===== config.mk =====
export PLATFORM = sky130hd
export DESIGN_NAME = iob_bus_arb2
export DESIGN_NICKNAME = d
export VERILOG_FILES = /design/src/rtl/iob_bus_arb2.sv
export SDC_FILE = /design/constraint.sdc
export NUM_CORES = 1
export LEC_CHECK = 0
export BUFFER_PORTS_ARGS = -buffer_cell sky130_fd_sc_hd__buf_2
export CORE_AREA = 2 2 122 124
export CTS_CLUSTER_SIZE = 25
export DETAILED_ROUTE_END_ITERATION = 7
export DIE_AREA = 0 0 124 126
export PLACE_DENSITY = 0.47
export SKIP_LAST_GASP = 1
export SYNTH_ARGS = -nofsm -noshare
export SYNTH_HDL_FRONTEND = slang
export SYNTH_SLANG_ARGS = --single-unit

===== constraint.sdc =====
create_clock -name clk_i -period 4 [get_ports clk_i]
set_input_delay 0.6 -clock clk_i [delete_from_list [all_inputs] [get_ports clk_i]]
set_output_delay 0.6 -clock clk_i [all_outputs]
set_load 0.05 [all_outputs]

===== src/rtl/iob_bus_arb2.sv =====
// Two-master to one-slave bus arbiter for the IOb native interface.
// Round-robin or fixed-priority arbitration, one slave transaction outstanding.
module iob_bus_arb2 #(
    parameter int unsigned ADDR_W     = 32,
    parameter int unsigned DATA_W     = 32,
    parameter int unsigned FIXED_PRIO = 0
) (
    input  logic                  clk_i,
    input  logic                  arst_n_i,

    input  logic                  m0_avalid_i,
    input  logic [ADDR_W-1:0]     m0_addr_i,
    input  logic [DATA_W-1:0]     m0_wdata_i,
    input  logic [DATA_W/8-1:0]   m0_wstrb_i,
    output logic                  m0_ready_o,
    output logic [DATA_W-1:0]     m0_rdata_o,
    output logic                  m0_rvalid_o,

    input  logic                  m1_avalid_i,
    input  logic [ADDR_W-1:0]     m1_addr_i,
    input  logic [DATA_W-1:0]     m1_wdata_i,
    input  logic [DATA_W/8-1:0]   m1_wstrb_i,
    output logic                  m1_ready_o,
    output logic [DATA_W-1:0]     m1_rdata_o,
    output logic                  m1_rvalid_o,

    output logic                  s_avalid_o,
    output logic [ADDR_W-1:0]     s_addr_o,
    output logic [DATA_W-1:0]     s_wdata_o,
    output logic [DATA_W/8-1:0]   s_wstrb_o,
    input  logic                  s_ready_i,
    input  logic [DATA_W-1:0]     s_rdata_i,
    input  logic                  s_rvalid_i,

    output logic                  grant_o,
    output logic                  busy_o
);

    typedef enum logic [1:0] {
        IDLE = 2'd0,
        REQ  = 2'd1,
        RESP = 2'd2
    } state_t;

    state_t state_q, state_d;
    logic   grant_q, grant_d;
    logic   last_grant_q, last_grant_d;
    logic   winner;
    logic   sel_avalid;
    logic   accept;
    logic   resp_hit;

    // Granted master's request is steered straight through to the slave
    assign sel_avalid = grant_q ? m1_avalid_i : m0_avalid_i;
    assign s_addr_o   = grant_q ? m1_addr_i   : m0_addr_i;
    assign s_wdata_o  = grant_q ? m1_wdata_i  : m0_wdata_i;
    assign s_wstrb_o  = grant_q ? m1_wstrb_i  : m0_wstrb_i;
    assign s_avalid_o = (state_q == REQ) && sel_avalid;
    assign accept     = s_avalid_o && s_ready_i;

    assign m0_ready_o = accept && !grant_q;
    assign m1_ready_o = accept && grant_q;

    assign resp_hit    = (state_q == RESP) && s_rvalid_i;
    assign m0_rvalid_o = resp_hit && !grant_q;
    assign m1_rvalid_o = resp_hit && grant_q;
    assign m0_rdata_o  = s_rdata_i;
    assign m1_rdata_o  = s_rdata_i;

    assign grant_o = grant_q;
    assign busy_o  = (state_q != IDLE);

    // Tie-break: fixed priority favours master 0, otherwise the one not served last
    always_comb begin
        winner = m1_avalid_i;
        if (m0_avalid_i && m1_avalid_i) begin
            winner = (FIXED_PRIO != 0) ? 1'b0 : !last_grant_q;
        end
    end

    always_comb begin
        state_d      = state_q;
        grant_d      = grant_q;
        last_grant_d = last_grant_q;
        case (state_q)
            IDLE: begin
                if (m0_avalid_i || m1_avalid_i) begin
                    grant_d = winner;
                    state_d = REQ;
                end
            end
            REQ: begin
                if (!sel_avalid) begin
                    state_d = IDLE;
                end else if (s_ready_i) begin
                    last_grant_d = grant_q;
                    state_d      = (|s_wstrb_o) ? IDLE : RESP;
                end
            end
            RESP: begin
                if (s_rvalid_i) begin
                    state_d = IDLE;
                end
            end
            default: state_d = IDLE;
        endcase
    end

    always_ff @(posedge clk_i or negedge arst_n_i) begin
        if (!arst_n_i) begin
            state_q      <= IDLE;
            grant_q      <= 1'b0;
            last_grant_q <= 1'b1;
        end else begin
            state_q      <= state_d;
            grant_q      <= grant_d;
            last_grant_q <= last_grant_d;
        end
    end

endmodule


==> metrics.txt <==
Final setup violation count 0; Final GP Congestion 0.7434; Final ANT Viol Nets 0; crit-path max FO 78; I/O Buffers 216; Fillers 1625; sequential fraction of the synthesis area under 10%; CP delay by family, top flip-flops; IO Pins 313; CP bufs+invs 1; total power about 1.9 mW; clock sinks 4; most frequent cells in the layout buf_2, mux2_2, nor2_1; Post-Syn Instances 167; final wirelength 5.969 mm; Final Max Tran Viols 0; CP Depth 4; Power Dens Cells 774.1 nW/um2; min-delay worst type input pin to async pin; FP Rows 44; fin cells 499; worst r2r path cells 3; most common cell after layout, fill and taps aside buf_2; CTS Buf Count 3; pin count of the biggest net entering global routing 79; Final min period 2864 ps; register bit total from synthesis 4; Post-CTS Hold Fix Bufs 0; WL/cell 11.96 um; later-pin clock latency in the skew report 220 ps; Overflow after GRT 0; DR pass1 iterations 4; CP Data Arrival Time 2260 ps; synthesized area per cell 9.200 um2; number of global-route vias before repair roughly 1700; crit share post-route 71.61%; Final Hold Viols 0; area of the multi-input gates 903.4 um2; worst slew pin tran ~940 ps; register area approximately 110 um2; sw frac 63.74%; crit path capture type primary output; global-route wire length before repair 7.845 mm; Post-route DRC 0; Post-DP HPWL between 5 and 6 mm; CTS tree yes; fmax 349.1 MHz; synthesized area 1536 um2; r2r setup slk 1960 ps; final clock skew 3.162 ps; die area 15620 um2; Slew headroom 37.49%; die width 124 um; Core ar. 14310 um2; net switching power figure between 1 and 1.5 mW; critical path cell sequence mux2_2, and3b_1, and3_1, buf_2; max incr delay on CP 1020 ps; vias per cell 3.455; post-cts resize count 0; leakage 1.277 nW; postcts setup bufs 0; CP Launch Type register; worst r2r src grant_o$_DFFE_PN0P_; dpl cell area about 2300 um2; initial DRC count 36; post-route worst setup slack 1136 ps; H-Tree Depth 1; initial antenna violation count 0; internal power 676.3 uW; die span in y 126 um; Placed Cells incl. Taps 495; initial core utilization 10.73%; Max VDD drop 0.0003999 V; worst setup path class register to primary output; share of post-route cells with drive strength above 1 between 90% and 100%; Max Cap Violations 0; Root Driver clkbuf_16; post-route cell area about 2400 um2; GRT Overall Usage 6.496%; outcome finished clean; Syn-to-layout area delta 56.84%; Gate power share 80.6%; Antenna diodes 0; RSZ-0062 raised after global routing no; R2R Path End state_q[1]$_DFFE_PN0P_; Mapped Nets 341; CTS Buffer Depth 2; synth unique cells 20; Data required, critical path 3400 ps; CP startpoint grant_o$_DFFE_PN0P_; via count 1724; clock-pin slew on the worst setup and hold paths ~30 ps; YS warnings 0; Clk network pwr share 8.5%; nets 490; Reg power frac between 10% and 20%; total negative slack 0 ps; slowest CP cell dfrtp_4; dpl ws 1331 ps
synthesized netlist by cell type:
cell type | n | area share, %
and3_1 | 2 | 0.81
a31oi_1 | 1 | 0.41
and3b_1 | 1 | 0.57
dfrtp_1 | 3 | 4.9
a32o_1 | 1 | 0.65
inv_1 | 3 | 0.73
mux2_2 | 70 | 51
nand2b_1 | 1 | 0.41
or4_1 | 1 | 0.49
buf_4 | 64 | 31
nand2_1 | 1 | 0.24
a21oi_1 | 1 | 0.33
buf_2 | 8 | 2.6
o22ai_1 | 1 | 0.41
or4b_1 | 1 | 0.65
nand4b_1 | 1 | 0.57
nor2b_1 | 1 | 0.41
nor2_1 | 4 | 0.98
o2bb2ai_1 | 1 | 0.57
dfstp_2 | 1 | 1.7
metrics by stage:
step	hold WS [ps]	util (%)
6_report	171.9	16.84
3_3_place_gp	406.8	16.29
3_5_place_dp	405.7	16.29
5_1_grt	168.6	16.84
2_1_floorplan	304.4	-
4_1_cts	169.8	16.84
sequential cells by signal, summed over array words and instances (netlist names):
signal        count
last_grant_q      1
grant_o           1
state_q           2
metal layers:
layer	up-vias	GRT usage (%)	part of all wire, %
met4	0	2.512	2.1
met2	126	12.96	52
li1	813	-	-
met1	762	5.688	32
met3	23	2.400	14
met5	-	0	0
cell families (layout without fill, tap and decap cells):
| family | after synthesis | after routing | share of synthesized area (%) |
|---|---|---|---|
| and+or+nand+nor | 13 | 13 | 5.131 |
| AOI/OAI and AO/OA | 5 | 5 | 2.362 |
| muxes | 70 | 70 | 51.30 |
| DFF | 4 | 4 | 6.596 |
| buffers and inverters | 75 | 223 | 34.61 |
worst max path at each step:
stage	endpoint	slack, ps
floorplan	m1_ready_o	1440
global placement	m1_ready_o	1380
detailed placement	m1_ready_o	1330
CTS	m1_ready_o	1090
global route	m1_ready_o	980
finish	m1_ready_o	1140
area by class of cell:
class	count	share of cell area (%)
clock buffer	4	3.271
inverter	3	0.4673
multi-input combinational	88	37.49
sequential	4	4.361
tap	184	9.553
timing repair buffer	216	44.86
power by group through the flow:
stage                     Clock, mW  Combinational, mW  Sequential (mW)
final                         0.159               1.50            0.202
after global routing          0.168               1.57            0.225
after CTS                     0.163               1.52            0.207
after detailed placement          0               1.51            0.208
after global placement            0               1.51            0.200
after floorplan                   0               1.48           0.0882
No activity file was read; power rests on OpenSTA's default activity.
